## src/rtl/ysyx_25020051_exec_ctrl_if.sv

```systemverilog
// Instruction-memory fetch handshake between the core sequencer (master) and imem (slave).
// The core holds imem_req/imem_addr steady until imem_rvalid accepts the fetch.
interface ysyx_25020051_exec_ctrl_if;
    logic        imem_req;
    logic [31:0] imem_addr;
    logic        imem_rvalid;
    logic [31:0] imem_rdata;

    modport master (
        output imem_req,
        output imem_addr,
        input  imem_rvalid,
        input  imem_rdata
    );

    modport slave (
        input  imem_req,
        input  imem_addr,
        output imem_rvalid,
        output imem_rdata
    );
endinterface

```

## src/rtl/ysyx_25020051_exec_ctrl.sv

```systemverilog
// Multi-cycle FETCH/DECODE/EXEC/HALT sequencer; optional perf counters under YSYX_25020051_PERF_CNT_EN.
// Latency: 3 cycles per instruction with zero-wait imem, +1 per imem wait cycle.
// Backpressure: FETCH holds the request until imem_rvalid, halting after TIMEOUT idle cycles.
module ysyx_25020051_exec_ctrl #(
    parameter logic [31:0] RESET_PC    = 32'h8000_0000,
    parameter int          TIMEOUT     = 16,
    parameter logic [31:0] EBREAK_INST = 32'h0010_0073
) (
    input  logic                               clk,
    input  logic                               rst,
    ysyx_25020051_exec_ctrl_if.master          imem,
    input  logic                               dec_legal,
    output logic [31:0]                        inst,
    output logic [31:0]                        pc,
    output logic                               rf_wen,
    output logic                               halt,
    output logic [1:0]                         halt_code
`ifdef YSYX_25020051_PERF_CNT_EN
    ,
    output logic [63:0]                        perf_cycles,
    output logic [63:0]                        perf_instret
`endif
);

    typedef enum logic [1:0] {
        S_FETCH  = 2'd0,
        S_DECODE = 2'd1,
        S_EXEC   = 2'd2,
        S_HALT   = 2'd3
    } state_t;

    localparam logic [7:0] TMO_LAST = 8'(TIMEOUT - 1);

    state_t      r_state;
    logic [31:0] r_pc;
    logic [31:0] r_inst;
    logic        r_halt;
    logic [1:0]  r_halt_code;
    logic [7:0]  r_tmo_cnt;

    always_ff @(posedge clk) begin
        if (!rst) begin
            r_state     <= S_FETCH;
            r_pc        <= RESET_PC;
            r_inst      <= '0;
            r_halt      <= 1'b0;
            r_halt_code <= 2'd0;
            r_tmo_cnt   <= '0;
        end else begin
            case (r_state)
                S_FETCH: begin
                    // A response arriving on the last allowed cycle still wins over the timeout.
                    if (imem.imem_rvalid) begin
                        r_inst    <= imem.imem_rdata;
                        r_tmo_cnt <= '0;
                        r_state   <= S_DECODE;
                    end else if (r_tmo_cnt == TMO_LAST) begin
                        r_halt      <= 1'b1;
                        r_halt_code <= 2'd2;
                        r_state     <= S_HALT;
                    end else begin
                        r_tmo_cnt <= r_tmo_cnt + 8'd1;
                    end
                end
                S_DECODE: begin
                    if (r_inst == EBREAK_INST) begin
                        r_halt      <= 1'b1;
                        r_halt_code <= 2'd0;
                        r_state     <= S_HALT;
                    end else if (!dec_legal) begin
                        r_halt      <= 1'b1;
                        r_halt_code <= 2'd1;
                        r_state     <= S_HALT;
                    end else begin
                        r_state <= S_EXEC;
                    end
                end
                S_EXEC: begin
                    r_pc    <= r_pc + 32'd4;
                    r_state <= S_FETCH;
                end
                default: begin
                    r_state <= S_HALT;
                end
            endcase
        end
    end

    // Gated by rst so request and write enable are quiet while reset is held.
    assign imem.imem_req  = rst && (r_state == S_FETCH);
    assign imem.imem_addr = r_pc;
    assign rf_wen         = rst && (r_state == S_EXEC);
    assign inst           = r_inst;
    assign pc             = r_pc;
    assign halt           = r_halt;
    assign halt_code      = r_halt_code;

`ifdef YSYX_25020051_PERF_CNT_EN
    logic [63:0] r_perf_cycles;
    logic [63:0] r_perf_instret;

    always_ff @(posedge clk) begin
        if (!rst) begin
            r_perf_cycles  <= '0;
            r_perf_instret <= '0;
        end else if (r_state != S_HALT) begin
            r_perf_cycles <= r_perf_cycles + 64'd1;
            if (r_state == S_EXEC) begin
                r_perf_instret <= r_perf_instret + 64'd1;
            end
        end
    end

    assign perf_cycles  = r_perf_cycles;
    assign perf_instret = r_perf_instret;
`endif

endmodule

```

## src/flat_wrapper.sv

```systemverilog
// flat-port wrapper written by rule: the top's interface ports become plain ports
module ysyx_25020051_exec_ctrl_flat 
#(
    parameter logic [31:0] RESET_PC    = 32'h8000_0000,
    parameter int          TIMEOUT     = 16,
    parameter logic [31:0] EBREAK_INST = 32'h0010_0073
)
  (clk, rst, dec_legal, inst, pc, rf_wen, halt, halt_code, imem_imem_req, imem_imem_addr, imem_imem_rvalid, imem_imem_rdata);
  ysyx_25020051_exec_ctrl_if imem_i ();
  input  logic clk;
  input  logic rst;
  input  logic dec_legal;
  output logic [31:0] inst;
  output logic [31:0] pc;
  output logic rf_wen;
  output logic halt;
  output logic [1:0] halt_code;
  output wire logic [$bits(imem_i.imem_req)-1:0] imem_imem_req;
  output wire logic [$bits(imem_i.imem_addr)-1:0] imem_imem_addr;
  input wire logic [$bits(imem_i.imem_rvalid)-1:0] imem_imem_rvalid;
  input wire logic [$bits(imem_i.imem_rdata)-1:0] imem_imem_rdata;
  assign imem_imem_req = imem_i.imem_req;
  assign imem_imem_addr = imem_i.imem_addr;
  assign imem_i.imem_rvalid = imem_imem_rvalid;
  assign imem_i.imem_rdata = imem_imem_rdata;
  ysyx_25020051_exec_ctrl #(.RESET_PC(RESET_PC), .TIMEOUT(TIMEOUT), .EBREAK_INST(EBREAK_INST)) u_core (.clk(clk), .rst(rst), .imem(imem_i), .dec_legal(dec_legal), .inst(inst), .pc(pc), .rf_wen(rf_wen), .halt(halt), .halt_code(halt_code));
endmodule
```

## config.mk

```make
export PLATFORM = sky130hd
export DESIGN_NAME = ysyx_25020051_exec_ctrl_flat
export DESIGN_NICKNAME = d
export VERILOG_FILES = /design/src/rtl/ysyx_25020051_exec_ctrl_if.sv /design/src/rtl/ysyx_25020051_exec_ctrl.sv /design/src/flat_wrapper.sv
export SDC_FILE = /design/constraint.sdc
export NUM_CORES = 1
export LEC_CHECK = 0
export CORE_UTILIZATION = 50
export CTS_CLUSTER_DIAMETER = 80
export DETAILED_ROUTE_END_ITERATION = 12
export DONT_BUFFER_PORTS = 1
export PLACE_DENSITY = 0.67
export REMOVE_ABC_BUFFERS = 1
export SLEW_MARGIN = 30
export SYNTH_ARGS = -nofsm -noshare
export SYNTH_HDL_FRONTEND = slang
export SYNTH_SLANG_ARGS = --single-unit
```

## constraint.sdc

```tcl
create_clock -name clk -period 1.55 [get_ports clk]
set_input_delay 0.155 -clock clk [delete_from_list [all_inputs] [get_ports clk]]
set_output_delay 0.155 -clock clk [all_outputs]
set_load 0.05 [all_outputs]
```

==> results by stage <==
Run status:
- The flow ran to the end, but the final reports show violations.
- The checks that failed: negative hold slack, negative setup slack.

Pwr:
- For this design the static power due to leakage is 2.204 nW.
- The power density of the placed cells is 878.7 nW/um^2.
- The proportion of power drawn by combinational gates is 19.9%.
- The worst IR drop on VDD is 655.2 uV.
- In this run the power spent charging and discharging nets is 1.335 mW.
- Per report_power, the clock group accounts for 35.6% of the total.
- Cell internal power was estimated by the tool at 3.259 mW.
- Net switching is 29.05% of the power.
- Sequential cells account for 44.5% of the total power.

Floorplan:
- The I/O pin count is 137.
- The die is 86.94 um tall.
- The die area is 7558 um^2.
- In this run the core area contains 30 standard-cell rows.
- The floorplan step defined a core boundary enclosing 6869 um^2.
- Measured along the x axis, the die boundary spans 86.94 um.
- For this configuration, the core starts out at a cell density of 52.51%.

Final layout:
- The repair_antennas step left the layout with diodes totalling 0.
- Compared with the post-synthesis result, the final layout area differs by 44.92%.
- Cells with a size suffix above 1 make up 36.25% of the layout.
- After filler insertion, the fill cell instance count of the layout stands at 456.
- The final net count is 572.

Global routing:
- The maximum number of pins on one net before global-route repair is 78.
- The final global-route overflow total is 0.
- The global router's overall resource usage is 23.05%.
- The number of global-route vias before repair was 3024.
- The first-pass GRT wire length is 13660 um.
- The number of antenna violations at the first check in global routing came to 0.

Yosys:
- After synthesis, the cell types taking the most area are sky130_fd_sc_hd__dfxtp_1 (42%), sky130_fd_sc_hd__nand2_1 (8.1%), sky130_fd_sc_hd__a21boi_0 (7.5%).
- Among all cell types in the netlist, the one instantiated most often is sky130_fd_sc_hd__nand2_1.
- The cell count after synthesis is 419.
- The async set-or-reset flop fraction in the synthesized netlist is 0%.
- The leading register cell type out of synthesis is sky130_fd_sc_hd__dfxtp_1.
- The number of enable flip-flop cells after synthesis is 0.
- The top cell type's share of synthesized area is 41.62%.
- The biggest area contributor in the post-synthesis netlist is sky130_fd_sc_hd__dfxtp_1.
- The mean post-synth cell area is 8.609 um^2.
- The share of the Yosys chip area taken by registers is 41.62%.
- For this run, the number of Yosys warnings is 0.
- The synthesized area is 3607 um^2.
- The synthesis-stage register bit count is 75.
- After synthesis, the netlist uses 48 different library cells.
- The commonest cells after synthesis are sky130_fd_sc_hd__nand2_1 (78), sky130_fd_sc_hd__dfxtp_1 (75), sky130_fd_sc_hd__a21boi_0 (36), sky130_fd_sc_hd__buf_4 (36), sky130_fd_sc_hd__and2_1 (23).

Route:
- Once detail routing completed, the nets flagged for antenna violations numbered 0.
- The via count is 3341.
- The final routed wirelength across all metal layers is 9986 um.
- The total iterations of the first detailed-routing run is 4.
- In this run, the number of DRC markers left after iteration 0 of detailed routing was 113.
- Using the TritonRoute via totals, the vias-per-cell ratio works out to 5.270.
- The routed length per placed instance is 15.75 um.
- The detailed-route DRC error count is 0.

Setup path:
- The number of cells on the worst reg-to-reg path is 5.
- STA classifies the critical path startpoint as a register.
- STA puts the critical path data arrival time at 2.06 ns.
- The worst setup path is of the reg2reg kind.
- Walking the worst path, the cells encountered are or4_4 > nor4_4 > nor3b_1 > a221oi_1 > nor3b_2.
- The worst setup path is captured at a register.
- The largest single stage delay on the critical path is 0.57 ns.
- At the worst endpoint, the required time is 1.83 ns.
- The cell with the largest stage delay on the worst path is sky130_fd_sc_hd__or4_4.
- The biggest fanout along the worst timing path is 4.

STA:
- Setup violations remaining at the end of the flow were counted as 20.
- Setup repair after global routing could not meet its margin everywhere.
- For this run, the top clock speed supported by timing is 562.8 MHz.
- The hold violation total from the final report is 1.
- For the finished layout, the period the worst path requires is 1.777 ns.
- The number of pins with negative max-slew slack in the final report is 0.
- Once routing completed, OpenROAD measured the worst setup slack at -0.2268 ns.
- The tightest hold path in the finished design has a slack of -0.01598 ns.
- For the final routed database, the setup TNS stands at -2.057 ns.
- The worst setup skew after layout is 0.007155 ns.
- After layout, the worst path uses 114.6% of the clock period.

Place:
- The routability congestion estimate is 0.7816.
- At the placement stage, the worst setup path has a slack of -0.1805 ns.
- The estimated wirelength of the detail-placed design is 5751 um.
- The count of buffers added on input and output ports is 0.

Clock tree:
- TritonCTS built the clock tree.
- The later pin in the worst-skew pair is clocked with a latency of 0.35 ns.
- The clock tree synthesis step divided the H-tree into 3 levels.
- The clock-pin slew of the registers on the worst-case setup and hold paths is 0.07 ns.
- The clock drives 75 sinks.
- The root buffer cell chosen for the clock tree is sky130_fd_sc_hd__clkbuf_8.
- Buffers inserted during clock tree synthesis total 9.
- The number of buffers between clock root and the deepest sink is 2.

Worst hold path:
- The count of cells along the worst hold path is 2.
- In this run the worst hold path is classified as in2reg.

Flow run:
- Across the run, the number of max-cap violations was 0.
==> power groups by stage <==
stage / clock, mW / combinational [mW] / sequential [mW]
after global placement: 0 / 0.716 / 2.08
after CTS: 1.66 / 0.800 / 2.04
after detailed placement: 0 / 0.726 / 2.09
after global routing: 1.74 / 0.965 / 2.05
final: 1.64 / 0.912 / 2.05
after floorplan: 0 / 0.232 / 2.33
==> final timing paths <==
kind	startpoint	end	slack (ns)
worst max-delay path	u_core.r_tmo_cnt[7]$_SDFFE_PN0P_	u_core.halt_code[0]$_SDFFE_PN0P_	-0.23
worst min register to register	u_core.imem.imem_addr[31]$_SDFFE_PN1N_	u_core.imem.imem_addr[31]$_SDFFE_PN1N_	0.51
worst min-delay path	rst	u_core.halt_code[0]$_SDFFE_PN0P_	-0.02
worst max register to register	u_core.r_tmo_cnt[7]$_SDFFE_PN0P_	u_core.halt_code[0]$_SDFFE_PN0P_	-0.23
==> state kept, by name (all words and copies together) (netlist names) <==
register and cells:
u_core.halt 1, u_core.halt_code 2, u_core.imem.imem_addr 30, u_core.inst 32, u_core.r_state 2, u_core.r_tmo_cnt 8
==> logic make-up (layout without fill, tap and decap cells) <==
family          after synthesis  after routing  share of synthesized area, %
flops                        75             75                         41.62
simple gates                199            199                         29.62
mux                           1              1                        0.2775
xor+xnor                     25             25                         6.070
other cells                   1              4                        0.1040
buf+inv                      56            172                         9.712
compound gates               60             60                         11.90
fa+ha+maj                     2              2                        0.6936
==> worst max-delay path, delay by kind of cell, from the launching register on <==
kind	cells	cell delay (ns)
AND/OR/NAND/NOR	4	1.11
flip-flops	1	0.32
AO/OA/AOI/OAI	1	0.28
==> per-layer routing <==
layer / GRT usage [%] / share of wire, %
met4: 6.667 / 1.4
met1: 27.85 / 40
met2: 38.65 / 52
met3: 8.152 / 6.5
met5: 0 / 0
==> repair_timing <==
item	CTS	global route
setup buffers	3	12
resized for setup	27	50
hold buffers	26	8
setup endpoints to repair	24	32
pin swaps	4	34
hold endpoints to repair	75	74
==> through the flow <==
step	instance area, um^2	utilization, %	power, mW	std cells
floorplan	3279	-	2.560	369
global placement	4238	61.69	2.798	570
detailed placement	4238	61.69	2.811	570
CTS	4836	70.40	4.506	614
global route	5228	76.10	4.759	634
finish	5228	76.10	4.594	634
==> cell type report <==
class	instances	area, um^2	area share [%]
repair buffers	154	1363	26.07
inverters	3	11.26	0.2154
clock buffers	9	123.9	2.370
flip-flops and latches	75	1515	28.99
clock inverters	6	90.09	1.723
well taps	96	120.1	2.298
multi-input cells	291	2004	38.34
==> cells in the final DEF, fill, tap and decap left out, drive strengths merged, types with 9 or more instances in the layout <==
| cell type | count |
|---|---|
| a21boi | 36 |
| nor2 | 10 |
| buf | 121 |
| xnor2 | 20 |
| nand3 | 15 |
| clkbuf | 9 |
| nand2 | 78 |
| dlygate4sd3 | 33 |
| and2 | 24 |
| dfxtp | 75 |
| nor2b | 16 |
| nor4 | 9 |
| nand4 | 14 |
No activity file was read; power rests on OpenSTA's default activity.
